$ cat src/rtl/arm_core_pkg.sv
// Shared types for the ARM core front end: fetch FSM states, PC increment and
// the default prefetch entry layout.
package arm_core_pkg;

    typedef enum logic [1:0] {
        RUN  = 2'd0,
        WAIT = 2'd1,
        DROP = 2'd2
    } fetch_state_t;

    localparam int PC_STEP      = 4;
    localparam int ENTRY_ADDR_W = 32;
    localparam int ENTRY_DATA_W = 32;

    typedef struct packed {
        logic [ENTRY_ADDR_W-1:0] pc;
        logic [ENTRY_DATA_W-1:0] instr;
    } fetch_entry_t;

endpackage

$ cat src/rtl/arm_fetch_unit_if.sv
// Fetch unit bus bundle: instruction memory port, branch redirect, decode
// handshake and FSM/FIFO observability.
interface arm_fetch_unit_if #(
    parameter int ADDR_W = 32,
    parameter int DATA_W = 32,
    parameter int DEPTH  = 2
);
    import arm_core_pkg::*;

    localparam int CNT_W = $clog2(DEPTH) + 1;

    logic              imem_req;
    logic [ADDR_W-1:0] imem_addr;
    logic              imem_rvalid;
    logic [DATA_W-1:0] imem_rdata;
    logic              br_taken;
    logic [ADDR_W-1:0] br_target;
    logic              if_valid;
    logic              if_ready;
    logic [DATA_W-1:0] if_instr;
    logic [ADDR_W-1:0] if_pc;
    fetch_state_t      fsm_state;
    logic [CNT_W-1:0]  fifo_count;

    // Decode handshake: a transfer happens on every rising edge where
    // if_valid && if_ready; if_valid never depends on if_ready.
    modport master (
        output imem_req, imem_addr, if_valid, if_instr, if_pc, fsm_state, fifo_count,
        input  imem_rvalid, imem_rdata, br_taken, br_target, if_ready
    );

    modport slave (
        input  imem_req, imem_addr, if_valid, if_instr, if_pc, fsm_state, fifo_count,
        output imem_rvalid, imem_rdata, br_taken, br_target, if_ready
    );

endinterface

$ cat src/rtl/arm_prefetch_fifo.sv
// Small synchronous prefetch FIFO with push, pop and flush; flush wins over
// push and pop.
module arm_prefetch_fifo
    import arm_core_pkg::*;
#(
    parameter int  DEPTH   = 2,
    parameter type entry_t = fetch_entry_t
) (
    input  logic                 clk,
    input  logic                 rst,
    input  logic                 push,
    input  logic                 pop,
    input  logic                 flush,
    input  entry_t               din,
    output entry_t               dout,
    output logic [$clog2(DEPTH):0] count,
    output logic                 full,
    output logic                 empty
);
    localparam int PTR_W = $clog2(DEPTH);
    localparam int CNT_W = PTR_W + 1;

    entry_t           mem [DEPTH];
    logic [PTR_W-1:0] rd_ptr;
    logic [PTR_W-1:0] wr_ptr;
    logic             do_pop;

    assign do_pop = pop && !empty;
    assign full   = (count == CNT_W'(DEPTH));
    assign empty  = (count == '0);
    assign dout   = mem[rd_ptr];

    always_ff @(posedge clk) begin
        if (push && !flush) begin
            mem[wr_ptr] <= din;
        end
    end

    always_ff @(posedge clk or posedge rst) begin
        if (rst) begin
            rd_ptr <= '0;
            wr_ptr <= '0;
            count  <= '0;
        end else if (flush) begin
            rd_ptr <= '0;
            wr_ptr <= '0;
            count  <= '0;
        end else begin
            if (push) begin
                wr_ptr <= wr_ptr + PTR_W'(1);
            end
            if (do_pop) begin
                rd_ptr <= rd_ptr + PTR_W'(1);
            end
            count <= count + CNT_W'(push) - CNT_W'(do_pop);
        end
    end

endmodule

$ cat src/rtl/arm_fetch_unit.sv
// Instruction fetch front end: single-outstanding imem reads into a prefetch
// FIFO, with branch redirect. Define FETCH_STATS_EN to add stat_flush_cnt.
module arm_fetch_unit
    import arm_core_pkg::*;
#(
    parameter int              ADDR_W   = 32,
    parameter int              DATA_W   = 32,
    parameter int              DEPTH    = 2,
    parameter logic [ADDR_W-1:0] RESET_PC = '0
) (
    input  logic             clk,
    input  logic             rst,
    arm_fetch_unit_if.master bus
`ifdef FETCH_STATS_EN
    ,
    output logic [15:0]      stat_flush_cnt
`endif
);
    localparam int CNT_W = $clog2(DEPTH) + 1;

    typedef struct packed {
        logic [ADDR_W-1:0] pc;
        logic [DATA_W-1:0] instr;
    } entry_t;

    fetch_state_t      state;
    logic [ADDR_W-1:0] pc;
    logic [ADDR_W-1:0] issued_pc;
    logic [CNT_W-1:0]  count;
    logic              full;
    logic              empty;
    logic              pop;
    logic              push;
    logic              issue;
    entry_t            head;
    entry_t            wr_entry;

    // A request goes out only if its response is sure to find a free slot,
    // counting a slot freed by this cycle's pop.
    assign pop      = !empty && bus.if_ready;
    assign issue    = !rst && (state == RUN) && !bus.br_taken && (!full || pop);
    assign push     = (state == WAIT) && bus.imem_rvalid && !bus.br_taken;
    assign wr_entry = '{pc: issued_pc, instr: bus.imem_rdata};

    arm_prefetch_fifo #(
        .DEPTH   (DEPTH),
        .entry_t (entry_t)
    ) u_fifo (
        .clk   (clk),
        .rst   (rst),
        .push  (push),
        .pop   (pop),
        .flush (bus.br_taken),
        .din   (wr_entry),
        .dout  (head),
        .count (count),
        .full  (full),
        .empty (empty)
    );

    assign bus.imem_req   = issue;
    assign bus.imem_addr  = pc;
    assign bus.if_valid   = !empty;
    assign bus.if_instr   = empty ? '0 : head.instr;
    assign bus.if_pc      = empty ? '0 : head.pc;
    assign bus.fsm_state  = state;
    assign bus.fifo_count = count;

    always_ff @(posedge clk or posedge rst) begin
        if (rst) begin
            state     <= RUN;
            pc        <= RESET_PC;
            issued_pc <= RESET_PC;
        end else if (bus.br_taken) begin
            pc <= bus.br_target & ~ADDR_W'(3);
            // An outstanding read becomes stale; if it lands now it is simply dropped.
            case (state)
                RUN:     state <= RUN;
                default: state <= bus.imem_rvalid ? RUN : DROP;
            endcase
        end else begin
            case (state)
                RUN: begin
                    if (issue) begin
                        issued_pc <= pc;
                        pc        <= pc + ADDR_W'(PC_STEP);
                        state     <= WAIT;
                    end
                end
                WAIT: begin
                    if (bus.imem_rvalid) begin
                        state <= RUN;
                    end
                end
                DROP: begin
                    if (bus.imem_rvalid) begin
                        state <= RUN;
                    end
                end
                default: state <= RUN;
            endcase
        end
    end

`ifdef FETCH_STATS_EN
    always_ff @(posedge clk or posedge rst) begin
        if (rst) begin
            stat_flush_cnt <= '0;
        end else if (bus.br_taken && (stat_flush_cnt != 16'hFFFF)) begin
            stat_flush_cnt <= stat_flush_cnt + 16'd1;
        end
    end
`endif

endmodule

$ cat src/flat_wrapper.sv
// flat-port wrapper written by rule: the top's interface ports become plain ports
module arm_fetch_unit_flat import arm_core_pkg::*;
#(
    parameter int              ADDR_W   = 32,
    parameter int              DATA_W   = 32,
    parameter int              DEPTH    = 2,
    parameter logic [ADDR_W-1:0] RESET_PC = '0
)
  (clk, rst, bus_imem_req, bus_imem_addr, bus_if_valid, bus_if_instr, bus_if_pc, bus_fsm_state, bus_fifo_count, bus_imem_rvalid, bus_imem_rdata, bus_br_taken, bus_br_target, bus_if_ready);
  arm_fetch_unit_if #(.ADDR_W(ADDR_W), .DATA_W(DATA_W), .DEPTH(DEPTH)) bus_i ();
  input  logic clk;
  input  logic rst;
  output wire logic [$bits(bus_i.imem_req)-1:0] bus_imem_req;
  output wire logic [$bits(bus_i.imem_addr)-1:0] bus_imem_addr;
  output wire logic [$bits(bus_i.if_valid)-1:0] bus_if_valid;
  output wire logic [$bits(bus_i.if_instr)-1:0] bus_if_instr;
  output wire logic [$bits(bus_i.if_pc)-1:0] bus_if_pc;
  output wire logic [$bits(bus_i.fsm_state)-1:0] bus_fsm_state;
  output wire logic [$bits(bus_i.fifo_count)-1:0] bus_fifo_count;
  input wire logic [$bits(bus_i.imem_rvalid)-1:0] bus_imem_rvalid;
  input wire logic [$bits(bus_i.imem_rdata)-1:0] bus_imem_rdata;
  input wire logic [$bits(bus_i.br_taken)-1:0] bus_br_taken;
  input wire logic [$bits(bus_i.br_target)-1:0] bus_br_target;
  input wire logic [$bits(bus_i.if_ready)-1:0] bus_if_ready;
  assign bus_imem_req = bus_i.imem_req;
  assign bus_imem_addr = bus_i.imem_addr;
  assign bus_if_valid = bus_i.if_valid;
  assign bus_if_instr = bus_i.if_instr;
  assign bus_if_pc = bus_i.if_pc;
  assign bus_fsm_state = bus_i.fsm_state;
  assign bus_fifo_count = bus_i.fifo_count;
  assign bus_i.imem_rvalid = bus_imem_rvalid;
  assign bus_i.imem_rdata = bus_imem_rdata;
  assign bus_i.br_taken = bus_br_taken;
  assign bus_i.br_target = bus_br_target;
  assign bus_i.if_ready = bus_if_ready;
  arm_fetch_unit #(.ADDR_W(ADDR_W), .DATA_W(DATA_W), .DEPTH(DEPTH), .RESET_PC(RESET_PC)) u_core (.clk(clk), .rst(rst), .bus(bus_i));
endmodule
$ cat config.mk
export PLATFORM = sky130hd
export DESIGN_NAME = arm_fetch_unit_flat
export DESIGN_NICKNAME = d
export VERILOG_FILES = /design/src/rtl/arm_core_pkg.sv /design/src/rtl/arm_fetch_unit_if.sv /design/src/rtl/arm_prefetch_fifo.sv /design/src/rtl/arm_fetch_unit.sv /design/src/flat_wrapper.sv
export SDC_FILE = /design/constraint.sdc
export NUM_CORES = 1
export LEC_CHECK = 0
export BUFFER_PORTS_ARGS = -buffer_cell sky130_fd_sc_hd__buf_2
export CAP_MARGIN = 20
export CORE_ASPECT_RATIO = 1.75
export CORE_UTILIZATION = 25
export DETAILED_ROUTE_END_ITERATION = 6
export SLEW_MARGIN = 0
export SYNTH_ARGS = -nofsm -noshare
export SYNTH_HDL_FRONTEND = slang
export SYNTH_SLANG_ARGS = --single-unit
$ cat constraint.sdc
create_clock -name clk -period 4.1 [get_ports clk]
set_input_delay 0.41 -clock clk [delete_from_list [all_inputs] [get_ports clk]]
set_output_delay 0.41 -clock clk [all_outputs]
set_load 0.05 [all_outputs]
# Word level (Yosys, flattened, before mapping)
# Memory sizes are Yosys's and may differ from the RTL's.
# Cells that the tools add are included.
dict set report classes {
  add_sub_neg 5
  multipliers 0
  div_mod_pow 0
  n_lt_le_gt_ge 0
  eq_ne 5
  n_shift 0
  mux 18
  bitwise 1
  reduce_logical 23
}
# operator n
set ops {}
lappend ops {{2-to-1 mux 32 bit} 5}
lappend ops {{adder 32 x 3 -> 32 bit, second input constant} 1}
lappend ops {{2-to-1 mux 2 bit} 6}
lappend ops {{logical AND 1 bit} 8}
lappend ops {{nonzero test 2 bit} 4}
lappend ops {{2-to-1 mux 1 bit} 6}
lappend ops {{== test 2 bit, second input constant} 2}
lappend ops {{zero test 1 bit} 4}
lappend ops {{zero test 2 bit} 2}
lappend ops {{case mux 2 bit (2 select lines)} 1}
lappend ops {{AND reduction 2 bit} 2}
lappend ops {{inequality test 3 x 1 -> 1 bit, second input constant} 1}
lappend ops {{inequality test 3 bit, second input constant} 1}
lappend ops {{AND reduction 3 bit} 1}
lappend ops {{adder 1 bit, second input constant} 2}
lappend ops {{adder 2 x 1 -> 2 bit} 1}
lappend ops {{== test 2 x 1 -> 1 bit, second input constant} 1}
lappend ops {{OR reduction 2 bit} 1}
lappend ops {{subtractor 2 x 1 -> 2 bit} 1}
lappend ops {{logical OR 1 bit} 1}
lappend ops {{inverter 1 bit} 1}
dict set report totals {
  reg_bits 70
  latchBits 0
  ram_bits 128
  rom_bits 0
  inputBits 69
  output_inout_bits 102
  elab_cells 59
  mem_count 1
}
# name depth width rd rd_ports_with_merged_regs write_ports line_no
set memory_table {}
lappend memory_table {u_core.u_fifo.mem 2 64 1 0 1 arm_prefetch_fifo.sv:23} ;# entry_t mem [DEPTH];

# Logic depth before layout (Yosys ltp)
# Gate-level depths: netlist (run 1).
dict set report depth {
  ltp_word 8
  mapped_depth 9
  depth_no_buf 9
}

# Cells and area by module
# From an unflattened synthesis (run 1), not the netlist that was laid out.
dict set report hier_totals {
  hier_cells 645
  hier_area_um2 8399.3
}
# module n_inst cells_each area_per_inst_um2 seq_area_each_um2
set modules_own_cells {}
lappend modules_own_cells {arm_prefetch_fifo 1 221 4867.2 3943.8}
lappend modules_own_cells {arm_fetch_unit 1 424 3532.1 1551.5}

# Worst setup path before layout (run 1)
# Ideal clock, no wire load.
dict set report synth_path {
  path_kind {reg-to-reg}
  from {register u_core.state[0] (netlist: u_core.bus.fsm_state[0])}
  to {memory u_core.u_fifo.mem[0][0] (netlist name) (enable)}
  setup_ps 482
  arrival_time_ps 3626
  required_time_ps 3618
  setup_slack_ps -9
  path_stages_with_launch 4
  path_buffers 0
  synth_period_minus_slack_ps 4109
  path_cell_list {dfrtp_1 > ha_1 > nand3_1 > nor2_1}
}
dict set report synth_between {
  elab_chain_cells 6
}
# element line_no
set synth_lines {}
lappend synth_lines {{from (decl)} arm_fetch_unit.sv:26} ;# fetch_state_t state;
lappend synth_lines {{from (signal assigned)} arm_fetch_unit.sv:79} ;# default: state <= bus.imem_rvalid ? RUN : DROP;
lappend synth_lines {{== test 2 x 1 -> 1 bit} arm_fetch_unit.sv:42} ;# assign push = (state == WAIT) && bus.imem_rvalid && !bus.br_taken;
lappend synth_lines {{logical AND 1 bit (2 in a row)} arm_fetch_unit.sv:42}
lappend synth_lines {{logical AND 1 bit} arm_prefetch_fifo.sv:34} ;# if (push && !flush) begin
lappend synth_lines {{2-to-1 mux 1 bit} arm_prefetch_fifo.sv:34}
lappend synth_lines {{2-to-1 mux 1 bit (not written as such)} arm_prefetch_fifo.sv:35} ;# mem[wr_ptr] <= din;
lappend synth_lines {{to (decl)} arm_prefetch_fifo.sv:23}
# No other way between the ends.

# Worst setup path in the final report (run 1)
dict set report layout_path {
  from {input port rst}
  to {output port bus_imem_req}
}
dict set report layout_between {
  elab_chain_cells 4
}
# element line_no
set layout_lines {}
lappend layout_lines {{from (decl)} flat_wrapper.sv:12} ;# input logic rst;
lappend layout_lines {{zero test 1 bit} arm_fetch_unit.sv:41} ;# assign issue = !rst && (state == RUN) && !bus.br_taken && (!full || pop);
lappend layout_lines {{logical AND 1 bit (3 in a row)} arm_fetch_unit.sv:41}
lappend layout_lines {{to (decl)} flat_wrapper.sv:13} ;# output wire logic [$bits(bus_i.imem_req)-1:0] bus_imem_req;
# No other way between the ends.

==> impl_metrics.ini, run 1 <==
[job]
drv_cap = 0

[cts]
cts_max_level = 4
cts_tree = yes
clk_latency_ps = 440
cts-root-buf = clkbuf_16
path_clk_slew_ps = 70
cts_max_path_buffers = 2
cts-buffers-inserted = 17
cts_resized = 0
cts.sinks = 190

[global_route]
gr-total-overflow = 0
grt_pass1_vias = 5243
antenna_found_initial = 0
grt_usage_pct = 12.40
grt_pass1_wl_um = 29650
grt_max_degree = 64

[critical_path]
cp-end-kind = output port
start_kind = input pin
startpoint = rst
worstPathArrival_ps = 2740
r2r_start = u_core.bus.fsm_state[1]$_DFFE_PP0P_
crit_required_ps = 3690
crit_fanout = 24
critPathKind = in2out

[floorplan]
core-area_um2 = 31420
rows = 86
die-area_um2 = 32550
start_util_pct = 25.31
die_x_um = 136.8
ioPinCount = 171
fp.dieH_um = 237.9

[finish]
final_net_count = 867
antenna_cells = 0
drive_above_1_share_pct = 28.04
fill_cells = 3201
fin_util_pct = 31.45
areaGrowthSynthToFinish_pct = 24.26
final_cell_area_um2 = 9881
stdcell_count = 1202

[routing]
wirelength_um = 19590
ant_nets = 0
vias = 5377
drtIter0Drc = 306
detail_route.wl_per_cell_um = 16.30
first_pass_iters = 6
drc = 0
viasPerCell = 4.473

[placed_design]
gp_congestion = 0.7762
placed_area_um2 = 9234
port_buffers = 164
dp.cells = 1168
dp_slack_ps = 1399
hpwl_um = 13660

[sta]
skew_ps = 11.89
timing.final.hold_violations = 0
fin_setup_tns_ps = 0
max_slew_margin_pct = 32.18
fin_ws_ps = 947.1
rsz0062_at_grt = false
slew_viol_final = 0
finalSetupViolCount = 0
finalCritPeriodShare_pct = 76.90
period_needed_ps = 3153
worst_pin_slew_ps = 1008
max_freq_mhz = 317.2

[pwr]
switching_share_pct = 42.65
power_frac_comb_pct = 37.8
p_int_mw = 3.892
powerDensity_nw_per_um2 = 686.8
p_sw_mw = 2.894
pwr-share-clk_pct = 25.1
seqPwrFrac_pct = 37.2
p_leak_nw = 4.056
ir_drop_v = 0.0003152

[outcome]
status = finished, final reports clean

[yosys]
synth_flop_cell = edfxtp_1
synthesis.area_um2 = 7951
synth_enable_flop_cells = 124
ys_seq_elements = 190
synth_cell_type_count = 51
synth_cells = 630
synth_seq_area_share_pct = 67.60
synthArstFlopShare_pct = 34.74
syn_avg_cell_area_um2 = 12.62
ys.warnings.count = 0

[min_path]
min_path_type = in2reg
worstHoldStart = bus_imem_rdata[11]
==> cells in the final DEF, fill, tap and decap left out, types with 3 or more instances in the layout <==
| master | n |
|---|---|
| nor3_1 | 4 |
| edfxtp_1 | 124 |
| ha_1 | 5 |
| a221o_1 | 10 |
| clkinv_4 | 3 |
| nor4_4 | 3 |
| a211o_1 | 3 |
| a22oi_1 | 3 |
| and3_1 | 7 |
| o311ai_0 | 5 |
| nand3_1 | 17 |
| conb_1 | 4 |
| o211ai_1 | 7 |
| o21ai_0 | 14 |
| nor4_1 | 4 |
| inv_1 | 9 |
| nor2b_1 | 3 |
| or4_1 | 3 |
| a21oi_1 | 6 |
| a31oi_1 | 3 |
| nor2_4 | 3 |
| clkbuf_16 | 19 |
| xnor2_1 | 3 |
| nand2_1 | 111 |
| clkinv_2 | 4 |
| mux2i_1 | 63 |
| nand4_1 | 5 |
| nor2_1 | 81 |
| nand3_2 | 3 |
| a32oi_1 | 4 |
| buf_4 | 11 |
| dfrtp_1 | 65 |
| buf_2 | 164 |
==> flip-flops by register name (all words and copies together) (netlist names) <==
register	count
u_core.u_fifo.mem	124
u_core.u_fifo.wr_ptr	1
u_core.u_fifo.rd_ptr	1
u_core.bus.imem_addr	30
u_core.u_fifo.count	2
u_core.issued_pc	30
u_core.bus.fsm_state	2
==> stage by stage <==
| stage | hold slack, ps | power [mW] |
|---|---|---|
| after floorplan | 438.2 | 4.461 |
| after global placement | 449.9 | 5.121 |
| after detailed placement | 453.0 | 5.152 |
| after CTS | 124.9 | 6.871 |
| after global routing | 127.2 | 7.120 |
| final | 158.4 | 6.786 |
==> power groups by stage <==
stage                     sequential (mW)  clock [mW]  combinational [mW]
after floorplan                      2.66           0                1.81
after global placement               2.64           0                2.48
after detailed placement             2.66           0                2.49
after CTS                            2.62        1.75                2.50
after global routing                 2.56        1.82                2.74
final                                2.52        1.70                2.56
==> final cells by class <==
cell class                 count  area [um2]  share of cell area [%]
sequential                   190        5379                   54.44
inverter                      11       41.29                  0.4179
clock inverter                12       130.1                   1.317
clock buffer                  20       479.2                   4.850
tap                          396       495.5                   5.015
multi-input combinational    396        2415                   24.44
timing repair buffer         177       940.9                   9.523
==> timing repair <==
| item | CTS | global route |
|---|---|---|
| hold buffers | 1 | 0 |
| endpoints found under the hold margin | 21 | 0 |
| setup buffers | 0 | 0 |
==> cells in the mapped netlist (4+ instances only) <==
cell,instances,area [um2]
o211ai_1,7,52.55
buf_2,6,30.03
o21ai_0,14,70.07
buf_4,4,30.03
nor2_1,84,315.3
clkbuf_1,20,75.07
buf_1,5,18.77
a221o_1,10,100.1
nor3_1,4,20.02
edfxtp_1,124,3724
nand3_1,18,90.09
o311ai_0,5,43.79
nand4_1,5,31.28
mux2i_1,63,630.6
ha_1,5,62.56
a32oi_1,4,35.03
a21oi_1,6,30.03
nor4_1,4,25.02
inv_1,10,37.54
dfrtp_1,66,1652
nand2_1,111,416.7
and3_1,7,43.79
==> layer usage <==
| metal | wire length (um) | GRT usage (%) | up-vias |
|---|---|---|---|
| met3 | 648 | 2.464 | 29 |
| li1 | - | - | 2585 |
| met1 | 8015 | 14.02 | 2625 |
| met4 | 602 | 6.161 | 0 |
| met5 | 0 | 0 | - |
| met2 | 10320 | 21.84 | 138 |
==> kinds of logic after synthesis <==
| logic type | count (synthesis) | synth area share, % |
|---|---|---|
| AND/OR/NAND/NOR | 256 | 14.65 |
| multiplexers | 64 | 8.072 |
| adder cells (fa/ha/maj) | 5 | 0.7868 |
| buffers and inverters | 47 | 2.518 |
| AO/OA/AOI/OAI | 62 | 5.775 |
| flip-flops | 190 | 67.60 |
| XOR/XNOR | 5 | 0.5508 |
| other | 1 | 0.04716 |
==> critical path, stage by stage <==
cell	delay, ps
dlygate4sd3_1	520
buf_2	130
nor2_1	200
nand3_2	360
inv_2	420
buf_4	350
buf_2	320
==> final timing paths <==
path / end / slack (ps) / cells after the start
max reg2reg: u_core.bus.imem_addr[31]$_DFFE_PP0P_ / 1470 / 7
max: bus_imem_req / 950 / 7
min: u_core.u_fifo.mem[1][11]$_DFFE_PP_ / 160 / 1
min in group asynchronous: u_core.bus.imem_addr[7]$_DFFE_PP0P_ / 540 / 3
max in group asynchronous: u_core.bus.imem_addr[18]$_DFFE_PP0P_ / 2560 / 4
min reg2reg: u_core.u_fifo.mem[0][55]$_DFFE_PP_ / 460 / 0
Note: power is estimated with default switching activity, not from simulation.
==> run 2, diff against run 1 <==
--- a/config.mk
+++ b/config.mk
@@ -5,6 +5,7 @@
 export SDC_FILE = /design/constraint.sdc
 export NUM_CORES = 1
 export LEC_CHECK = 0
+export ABC_AREA = 1
 export BUFFER_PORTS_ARGS = -buffer_cell sky130_fd_sc_hd__buf_2
 export CAP_MARGIN = 20
 export CORE_ASPECT_RATIO = 1.75
==> constraint.sdc (replaced) <==
create_clock -name clk -period 3.15 [get_ports clk]
set_input_delay 0.315 -clock clk [delete_from_list [all_inputs] [get_ports clk]]
set_output_delay 0.315 -clock clk [all_outputs]
set_load 0.05 [all_outputs]
==> impl_metrics.ini, run 2 <==
[finish]
final_common_cell = nand2_1
largest_register_ffs = 124
drive_above_1_share_pct = 23.27
stdcell_count = 1506
layout_common_cells = nand2_1 (290), buf_2 (164), edfxtp_1 (124)
final_net_count = 1114
max_flop_register = u_core.u_fifo.mem
areaGrowthSynthToFinish_pct = 23.20
fin_util_pct = 31.54

[routing]
viasPerCell = 4.248
wirelength_um = 22340
vias = 6397
drc = 0
first_pass_iters = 5
detail_route.wl_per_cell_um = 14.83
ant_nets = 0
drtIter0Drc = 371

[global_route]
grt_pass1_vias = 6252
met3_usage_pct = 2.863
grt_max_degree = 64
grt_pass1_wl_um = 33650
gr-usage-met1_pct = 13.45
grt_busiest_layer = met2
gr-total-overflow = 0
grtUsageMet2_pct = 23.46
grt_usage_pct = 13.14
antenna_found_initial = 3

[cts]
cts.sinks = 190
clk_latency_ps = 440
cts-buffers-inserted = 17
path_clk_slew_ps = 70
cts-root-buf = clkbuf_16
cts_max_level = 4
cts_tree = yes
cts_max_path_buffers = 2
cts_setup_buffers = 0

[placed_design]
port_buffers = 164
dp_slack_ps = 906.4
dp.cells = 1470
hpwl_um = 15860
gp_congestion = 0.8549

[floorplan]
start_util_pct = 25.60
die_x_um = 141.3
core-area_um2 = 33140
ioPinCount = 171
rows = 88
die-area_um2 = 34700
fp.dieH_um = 245.7

[sta]
fin_setup_tns_ps = 0
rsz0062_at_grt = false
slew_viol_final = 0
fin_ws_ps = 455.3
max_freq_mhz = 371.1
max_slew_margin_pct = 60.81
finalSetupViolCount = 0
worst_pin_slew_ps = 586.5
skew_ps = 11.12
timing.final.hold_violations = 0
period_needed_ps = 2695
finalCritPeriodShare_pct = 85.55

[yosys]
synth_cell_type_count = 32
synth_seq_area_share_pct = 63.36
netlist_top_cells_count = nand2_1 (290), edfxtp_1 (124), nor2_1 (84), inv_1 (68), dfrtp_1 (66)
ys.warnings.count = 0
yosysTopAreaCellShare_pct = 43.89
synth_cells = 879
synthTopCellsByArea = edfxtp_1 (44%), dfrtp_1 (19%), nand2_1 (13%)
synth_top_area_cell = edfxtp_1
synthArstFlopShare_pct = 34.74
ys_seq_elements = 190
synth_enable_flop_cells = 124
syn_avg_cell_area_um2 = 9.651
synthesis.area_um2 = 8483
synth_flop_cell = edfxtp_1
yosysMostFrequentCell = nand2_1

[job]
drv_cap = 0

[pwr]
p_total_mw = 8.713
ir_drop_v = 0.0002993
powerDensity_nw_per_um2 = 833.7
p_leak_nw = 4.489

[critical_path]
worstPathArrival_ps = 2380
start_kind = register
crit_required_ps = 2830
critPathKind = reg2out
crit_fanout = 41
cp-end-kind = output port

[outcome]
status = finished, final reports clean

[min_path]
min_path_type = in2reg
-- run 2: per-layer routing --
metal	share of wire (%)	routed length [um]
met5	0	0
met2	52	11590
met4	5.6	1247
met3	3.8	853
met1	39	8649
-- run 2: what timing repair did --
item                                   4_1_cts  5_1_grt
resized for setup                            0        0
endpoints found under the hold margin       22        0
hold buffers                                 1        0
-- run 2: final timing paths --
| check | from | to | slack, ps | depth (start not counted) |
|---|---|---|---|---|
| setup / recovery | u_core.u_fifo.rd_ptr$_DFFE_PP0P_ | bus_if_pc[27] | 460 | 4 |
| hold / removal | bus_imem_rdata[5] | u_core.u_fifo.mem[1][5]$_DFFE_PP_ | 60 | 1 |
| setup reg to reg | u_core.bus.fsm_state[1]$_DFFE_PP0P_ | u_core.u_fifo.mem[0][24]$_DFFE_PP_ | 1100 | 7 |
| hold reg to reg | u_core.issued_pc[10]$_DFFE_PP0P_ | u_core.u_fifo.mem[1][42]$_DFFE_PP_ | 470 | 0 |
| max in group asynchronous | rst | u_core.issued_pc[21]$_DFFE_PP0P_ | 1930 | 4 |
| min in group asynchronous | rst | u_core.bus.fsm_state[0]$_DFFE_PP0P_ | 490 | 3 |
-- run 2: logic make-up (layout without fill, tap and decap cells) --
kind of cell,after synthesis,count (layout),share of synthesized area [%]
and+or+nand+nor,466,466,23.47
DFF,190,190,63.36
buffers and inverters,111,282,5.826
AOI/OAI and AO/OA,104,104,6.357
adders and majority gates,5,5,0.7375
xor gates and xnor gates,2,2,0.2065
other,1,7,0.04421
-- run 2: cell type report --
type	instances	area [um2]
diodes	3	7.507
clock buffers	17	425.4
clock inverters	15	172.7
fillers	3396	22690
inverters	72	280.3
multi-input cells	581	2648
flip-flops and latches	190	5376
well taps	450	563.0
repair buffers	178	978.4
-- run 2: through the flow --
| step | hold slack, ps | area, um2 |
|---|---|---|
| detailed placement | 429.3 | 9836 |
| global route | 27.67 | 10450 |
| CTS | 25.84 | 10440 |
| global placement | 433.6 | 9836 |
| floorplan | 413.9 | 8499 |
| finish | 60.67 | 10450 |
-- run 2: power breakdown --
group / internal [mW] / total, mW / switching [mW]
logic: 0.678 / 3.06 / 2.38
clock network: 1.14 / 2.18 / 1.05
registers: 3.13 / 3.48 / 0.342
total: 4.95 / 8.71 / 3.76
-- run 2: worst max-delay path, cell delays in order, from the launching register on --
cell and delay (ps):
dfrtp_2 670, buf_4 510, nand2_1 100, a21oi_1 290
buf_2 320
